===== config.mk =====
export PLATFORM = sky130hd
export DESIGN_NAME = hazard_scoreboard
export DESIGN_NICKNAME = d
export VERILOG_FILES = /design/src/rtl/hazard_scoreboard.sv
export SDC_FILE = /design/constraint.sdc
export NUM_CORES = 1
export LEC_CHECK = 0
export CAP_MARGIN = 15
export CORE_MARGIN = 4
export CORE_UTILIZATION = 35
export DETAILED_ROUTE_END_ITERATION = 8
export HOLD_SLACK_MARGIN = 0.15
export PLACE_DENSITY = 0.6
export SYNTH_ARGS = -nofsm -noshare
export SYNTH_HDL_FRONTEND = slang
export SYNTH_SLANG_ARGS = --single-unit

===== constraint.sdc =====
create_clock -name clk -period 8 [get_ports clk]
set_input_delay 1.2 -clock clk [delete_from_list [all_inputs] [get_ports clk]]
set_output_delay 1.2 -clock clk [all_outputs]
set_load 0.01 [all_outputs]

===== src/rtl/hazard_scoreboard.sv =====
// Scoreboard hazard unit: per-register pending-write counters drive ID stalls.
// Optional stall-cycle counter enabled by defining HAZ_STALL_CNT_EN.
module hazard_scoreboard #(
    parameter int NREGS     = 16,
    parameter int RIDX_W    = 4,
    parameter int CNT_W     = 2,
    parameter int R0_ZERO   = 1,
    parameter int WB_BYPASS = 0
) (
    input  logic              clk,
    input  logic              rst,
    input  logic              id_valid,
    input  logic [RIDX_W-1:0] id_rs1,
    input  logic [RIDX_W-1:0] id_rs2,
    input  logic              id_rs1_used,
    input  logic              id_rs2_used,
    input  logic [RIDX_W-1:0] id_rd,
    input  logic              id_rd_we,
    input  logic              wb_valid,
    input  logic [RIDX_W-1:0] wb_rd,
    input  logic              kill_valid,
    input  logic [RIDX_W-1:0] kill_rd,
    input  logic              mc_busy,
    output logic              if_id_stall,
    output logic              id_ex_stall,
    output logic              issue,
    output logic [NREGS-1:0]  pending,
    output logic [15:0]       stall_cycles
);

    localparam logic [CNT_W-1:0] CNT_MAX = '1;
    localparam logic [CNT_W-1:0] CNT_ONE = CNT_W'(1);

    logic [CNT_W-1:0] cnt     [NREGS];
    logic [CNT_W-1:0] cnt_nxt [NREGS];

    logic rs1_trk, rs2_trk, rd_trk;
    logic rs1_byp, rs2_byp;
    logic rs1_haz, rs2_haz, sat_haz;
    logic stall;

    // Register 0 is never tracked when hardwired.
    assign rs1_trk = !(R0_ZERO != 0 && id_rs1 == '0);
    assign rs2_trk = !(R0_ZERO != 0 && id_rs2 == '0);
    assign rd_trk  = !(R0_ZERO != 0 && id_rd == '0);

    // Same-cycle writeback of the last outstanding write frees the source.
    assign rs1_byp = (WB_BYPASS != 0) && wb_valid &&
                     wb_rd == id_rs1 && cnt[id_rs1] == CNT_ONE;
    assign rs2_byp = (WB_BYPASS != 0) && wb_valid &&
                     wb_rd == id_rs2 && cnt[id_rs2] == CNT_ONE;

    assign rs1_haz = id_rs1_used && rs1_trk &&
                     cnt[id_rs1] != '0 && !rs1_byp;
    assign rs2_haz = id_rs2_used && rs2_trk &&
                     cnt[id_rs2] != '0 && !rs2_byp;
    assign sat_haz = id_valid && id_rd_we && rd_trk &&
                     cnt[id_rd] == CNT_MAX;

    assign stall = id_valid &&
                   (rs1_haz || rs2_haz || sat_haz || mc_busy);

    assign if_id_stall = stall;
    assign id_ex_stall = stall;
    assign issue       = id_valid && !stall;

    genvar r;
    for (r = 0; r < NREGS; r++) begin : g_reg
        assign pending[r] = |cnt[r];
        if (R0_ZERO != 0 && r == 0) begin : g_zero
            assign cnt_nxt[r] = '0;
        end else begin : g_cnt
            logic             inc;
            logic [1:0]       dec;
            logic [CNT_W:0]   up;
            logic [CNT_W:0]   dn;
            assign inc = issue && id_rd_we && id_rd == RIDX_W'(r);
            assign dec = 2'(wb_valid && wb_rd == RIDX_W'(r)) +
                         2'(kill_valid && kill_rd == RIDX_W'(r));
            assign up  = {1'b0, cnt[r]} + (CNT_W+1)'(inc);
            assign dn  = (CNT_W+1)'(dec);
            // Over-decrement is a protocol error; clamp at zero.
            assign cnt_nxt[r] = (up < dn) ? '0 : CNT_W'(up - dn);
        end
    end

    // Pending counters; reset drops all in-flight tracking.
    always_ff @(posedge clk) begin
        for (int i = 0; i < NREGS; i++) begin
            cnt[i] <= rst ? '0 : cnt_nxt[i];
        end
    end

`ifdef HAZ_STALL_CNT_EN
    logic [15:0] sc_q;

    // Saturating count of stalled cycles.
    always_ff @(posedge clk) begin
        if (rst) begin
            sc_q <= '0;
        end else if (stall && sc_q != 16'hFFFF) begin
            sc_q <= sc_q + 16'd1;
        end
    end

    assign stall_cycles = sc_q;
`else
    assign stall_cycles = '0;
`endif

endmodule


==> results of run 1 <==
==> placed cells by master, fill, tap and decap left out, types with 4 or more instances in the layout <==
| master | count |
|---|---|
| nand2_1 | 7 |
| xor2_1 | 14 |
| nor3b_1 | 17 |
| nand2b_1 | 4 |
| inv_1 | 44 |
| dfxtp_1 | 30 |
| nand3_1 | 7 |
| clkdlybuf4s50_1 | 46 |
| a21oi_1 | 16 |
| or3_1 | 4 |
| ha_1 | 60 |
| clkbuf_8 | 5 |
| or2_2 | 7 |
| nor4_1 | 5 |
| fa_1 | 15 |
| nor2_1 | 46 |
| nor3_1 | 30 |
| mux4_2 | 8 |
| conb_1 | 17 |
| nand3b_1 | 4 |
==> worst max-delay path, delay by kind of cell <==
kind	cells	cell delay, ps
AO/OA/AOI/OAI	2	380
buffers and inverters	2	1440
multiplexers	1	580
AND/OR/NAND/NOR	3	660
==> path summary, 6_finish.rpt <==
path	startpoint	endpoint	slack (ps)	cells past startpoint
worst min register to register	cnt[14][1]$_SDFF_PP0_	cnt[14][1]$_SDFF_PP0_	750	3
worst min-delay path	cnt[14][1]$_SDFF_PP0_	cnt[14][1]$_SDFF_PP0_	750	3
worst max register to register	cnt[9][1]$_SDFF_PP0_	cnt[7][1]$_SDFF_PP0_	4430	10
worst max-delay path	id_rd[1]	if_id_stall	2530	8
==> layout make-up <==
class / count / share of cell area (%)
clock inverter: 3 / 1.11
clock buffer: 5 / 1.69
sequential: 30 / 14.8
inverter: 45 / 4.15
tap: 129 / 3.96
multi-input combinational: 304 / 62.8
timing repair buffer: 47 / 11.5
==> stage by stage <==
step	utilization, %	power [mW]	instance area [sq um]	cells
floorplan	-	0.222	3510	407
global placement	42.0	0.254	3960	555
detailed placement	42.0	0.255	3960	555
CTS	43.2	0.421	4070	563
global route	43.2	0.437	4070	563
finish	43.2	0.420	4070	563
==> report_power, final <==
| part | switching [mW] | leakage [nW] | internal, mW |
|---|---|---|---|
| registers | 0.00354 | 0.243 | 0.153 |
| logic | 0.0513 | 1.46 | 0.0449 |
| clock network | 0.0749 | 0.0504 | 0.0928 |
==> routing by layer <==
| metal | part of all wire (%) | global-route usage, % | vias to the layer above |
|---|---|---|---|
| met4 | 0.91 | 3.84 | 0 |
| li1 | - | - | 1400 |
| met1 | 49 | 22.4 | 1319 |
| met3 | 7.0 | 3.00 | 9 |
| met5 | 0 | 0 | - |
| met2 | 43 | 24.5 | 89 |
==> cells by family (layout without fill, tap and decap cells) <==
group	Yosys count	after routing	synth area share, %
AOI/OAI and AO/OA	35	35	7.00
xor gates and xnor gates	15	15	3.81
adders and majority gates	75	75	30.5
buffers and inverters	73	100	10.2
DFF	30	30	17.4
muxes	15	15	7.51
other	1	17	0.109
and+or+nand+nor	147	147	23.5
==> reports/metrics.yaml, run 1 <==
clockBufferDepth: 2
ys_seq_area_share_pct: 17.4
max_cap_viol_count: 0
final-seq-area_sq_um: 601
async_flop_share_pct: 0
finalMaxSlewViolations: 0
finClkSkew_ps: 10.1
syn_area_sq_um: 3450
largest_register_ffs: 30
place.gp.congestion: 0.853
ys.warnings.count: 0
synth_edf_count: 0
rsz0062_at_grt: "false"
numCtsBuffers: 5
layout_setup_ws_ps: 2530
reg_top3: "cnt (30)"
worstSetupEndpointType: "output port"
status: "finished clean"
overflow: 0
hold_buffers: 0
chipWidth_microns: 107
clockRootBuffer: "clkbuf_8"
hold_ws_ps: 752
yosysTopAreaCell: "ha_1"
ys.flop_type: "dfxtp_1"
grt_start_max_net_pins: 31
antenna_found_initial: 0
ys_types: 48
synth_top_area_share_pct: 21.8
multiInputGateArea_sq_um: 2560
ios: 64
syn2layout_area_growth_pct: 18.0
grt_pass1_wl_microns: 14400
core_area_sq_um: 9420
slowest_stage: "clkdlybuf4s50_1"
drc_errors: 0
core.rowCount: 35
grt_util_all_layers_pct: 15.7
crit_fanout: 19
drive_above_1_share_pct: 8.53
avgSynthCellArea_sq_um: 8.83
worst_pin_slew_ps: 768
ir_drop_v: 0.0000841
path_class: "primary input to output port"
cts_tree: "built"
num_vias: 2817
clk_pin_slew_ps: 90
dp_hpwl_microns: 7190
post-place-ws_ps: 2520
vias_per_cell: 5.00
crit_chain: "clkdlybuf4s50_1 -> mux4_2 -> nor3b_1 -> o21ai_0 -> a32o_1 -> nand4_4 -> and2_1 -> clkdlybuf4s50_1"
crit_arrival_ps: 4270
cts_sinks: 30
drtAntennaViolNets: 0
cts_resized: 0
drt_iter0_markers: 109
period_share_pct: 68.3
hold_violations: 0
cp_slowest_stage_delay_ps: 970
cp.required_ps: 6800
max_freq_ghz: 0.183
dieArea_sq_um: 11500
ys_top_cells_by_count: "60 x ha_1, 46 x nor2_1, 44 x inv_1"
leakage_nw: 1.76
io_buffers: 46
period_needed_ps: 5470
firstDrtPassIters: 5
tns_ps: 0
postCtsSetupBuffers: 0
synth.most_common_cell: "ha_1"
ys_top_cells_by_area: "ha_1 22%, dfxtp_1 17%, fa_1 8.7%, mux4_2 5.2%, nor2_1 5.0%"
regMostFlops: "cnt"
diodes: 0
start_kind: "primary input"
ys_ff_latch: 30
power_density_nw_per_um2: 103
cts-htree-levels: 2
min_path_type: "flop to flop"
fill_cells: 943
relSlewSlack_pct: 48.6
synth_cells: 391
worst_skew_pair.late_latency_ps: 300
wl_per_cell_microns: 15.4
setup_viol: 0
wl_microns: 8650
die_y_microns: 107
grt_pass1_vias: 2785
critPathMostFrequentCell: "clkdlybuf4s50_1"
start_util_pct: 36.7
nNetsFinal: 537
(Power assumes the default switching activity.)
==> run 2: changes to the inputs <==
--- a/config.mk
+++ b/config.mk
@@ -10,7 +10,7 @@
 export CORE_UTILIZATION = 35
 export DETAILED_ROUTE_END_ITERATION = 8
 export HOLD_SLACK_MARGIN = 0.15
-export PLACE_DENSITY = 0.6
+export PLACE_DENSITY = 0.62
 export SYNTH_ARGS = -nofsm -noshare
 export SYNTH_HDL_FRONTEND = slang
 export SYNTH_SLANG_ARGS = --single-unit
==> constraint.sdc (replaced) <==
create_clock -name clk -period 4.7 [get_ports clk]
set_input_delay 0.705 -clock clk [delete_from_list [all_inputs] [get_ports clk]]
set_output_delay 0.705 -clock clk [all_outputs]
set_load 0.01 [all_outputs]
==> run 2 against run 1 <==
  * Flip-flop and latch count is the same
  * Clock skew about the same
  * Worst hold slack gained 2.7 ps
  * Largest power group unchanged
  * Setup slack got worse by 2100 ps
  * Utilization is 0.54 points higher
==> reports/metrics.yaml, run 2 (synthesis gave the netlist of run 1 again) <==
status: "finished clean"
grt_util_all_layers_pct: 16.2
finClkSkew_ps: 9.74
crit_arrival_ps: 3570
leakage_nw: 1.79
postCtsSetupBuffers: 0
comb_power_share_pct: 21.6
drtAntennaViolNets: 0
cp.required_ps: 3990
tns_ps: 0
num_vias: 2884
clockBufferDepth: 2
cts_tree: "built"
drt_iter0_markers: 146
placed_area_sq_um: 3980
ios: 64
wl_met1_microns: 4060
ir_drop_v: 0.000151
antenna_found_initial: 0
syn2layout_area_growth_pct: 19.5
total_power_uw: 769
path_class: "primary input to output port"
final_cell_mix: "60 x ha_1, 46 x nor2_1, 46 x clkdlybuf4s50_1"
crit_chain: "clkdlybuf4s50_1 -> buf_4 -> nor2b_1 -> a221oi_1 -> or3_1 -> a32o_1 -> nand4_4 -> and2_1 -> clkdlybuf4s50_1"
diodes: 0
dieArea_sq_um: 11500
wl_per_cell_microns: 15.7
top_layer: "met4"
nNetsFinal: 540
drive_above_1_share_pct: 9.15
cts_resized: 0
critPathBufInv: 3
drc_errors: 0
io_buffers: 46
power_density_nw_per_um2: 187
grt_pass1_wl_microns: 14700
p_sw_uw: 205
final_common_cell: "ha_1"
grt_start_max_net_pins: 31
slowest_stage: "clkdlybuf4s50_1"
p_sw_share_pct: 26.6
hold_violations: 0
period_share_pct: 90.9
finalMaxSlewViolations: 0
start_kind: "primary input"
worstSetupEndpointType: "output port"
clockRootBuffer: "clkbuf_8"
crit_fanout: 17
seqPwrFrac_pct: 34.7
max_freq_ghz: 0.234
worst_skew_pair.late_latency_ps: 290
clk_pin_slew_ps: 80
hold_buffers: 0
design_area_sq_um: 4120
cts-htree-levels: 2
period_needed_ps: 4270
post-place-ws_ps: 367
core.rowCount: 35
start_util_pct: 36.7
crit_family: "buffers and inverters"
dp_hpwl_microns: 7420
firstDrtPassIters: 4
min_path_type: "flop to flop"
p_int_uw: 564
vias_per_cell: 5.10
cp_slowest_stage_delay_ps: 680
critPathMostFrequentCell: "clkdlybuf4s50_1"
reg_top3: "cnt (30)"
wl_microns: 8870
cts_sinks: 30
rsz0062_at_grt: "false"
power.share.clock_pct: 43.7
worst_pin_slew_ps: 514
place.gp.congestion: 0.886
chipWidth_microns: 107
wl_met3_microns: 728
regMostFlops: "cnt"
die_y_microns: 107
overflow: 0
route.met2.wl_microns: 3960
setup_viol: 0
grt_pass1_vias: 2922
relSlewSlack_pct: 65.7
numCtsBuffers: 5
max_cap_viol_count: 0
largest_register_ffs: 30
core_area_sq_um: 9420
layout_setup_ws_ps: 429
[run 2: worst paths after layout]
check	cells after the start	slack [ps]	startpoint	endpoint
max	9	430	id_rd[1]	if_id_stall
min	3	760	cnt[14][1]$_SDFF_PP0_	cnt[14][1]$_SDFF_PP0_
min reg2reg	3	760	cnt[14][1]$_SDFF_PP0_	cnt[14][1]$_SDFF_PP0_
max reg2reg	10	1170	cnt[9][1]$_SDFF_PP0_	cnt[4][1]$_SDFF_PP0_
[run 2: metrics by stage]
stage               util [%]  instances  hold WS (ps)
finish                  43.8        566           755
detailed placement      42.3        558           742
CTS                     43.8        566           752
global route            43.8        566           805
floorplan                  -        407           669
global placement        42.3        558           719
[run 2: routing by layer]
metal	GRT usage, %	vias up
met1	22.1	1347
li1	-	1405
met3	3.12	11
met5	0	-
met2	26.0	121
met4	4.29	0
[run 2: worst register-to-register path, delay by kind of cell (launching register included)]
kind	cells	cell delay [ps]
compound gates	1	230
xor+xnor	1	160
simple gates	4	1180
flops	1	360
mux	2	760
fa+ha+maj	2	740
[run 2: power groups by stage]
stage	clock, mW	combinational (mW)	sequential (mW)
finish	0.336	0.166	0.267
global route	0.352	0.184	0.268
CTS	0.345	0.165	0.267
detailed placement	0	0.164	0.273
global placement	0	0.163	0.273
floorplan	0	0.108	0.270
[run 2: cell type report]
| cell class | count | area [sq um] |
|---|---|---|
| Clock buffer | 6 | 82.6 |
| Clock inverter | 2 | 60.1 |
| Fill cell | 929 | 5290 |
| Inverter | 45 | 169 |
| Multi-Input combinational cell | 304 | 2560 |
| Sequential cell | 30 | 601 |
| Tap cell | 129 | 161 |
| Timing Repair Buffer | 50 | 490 |
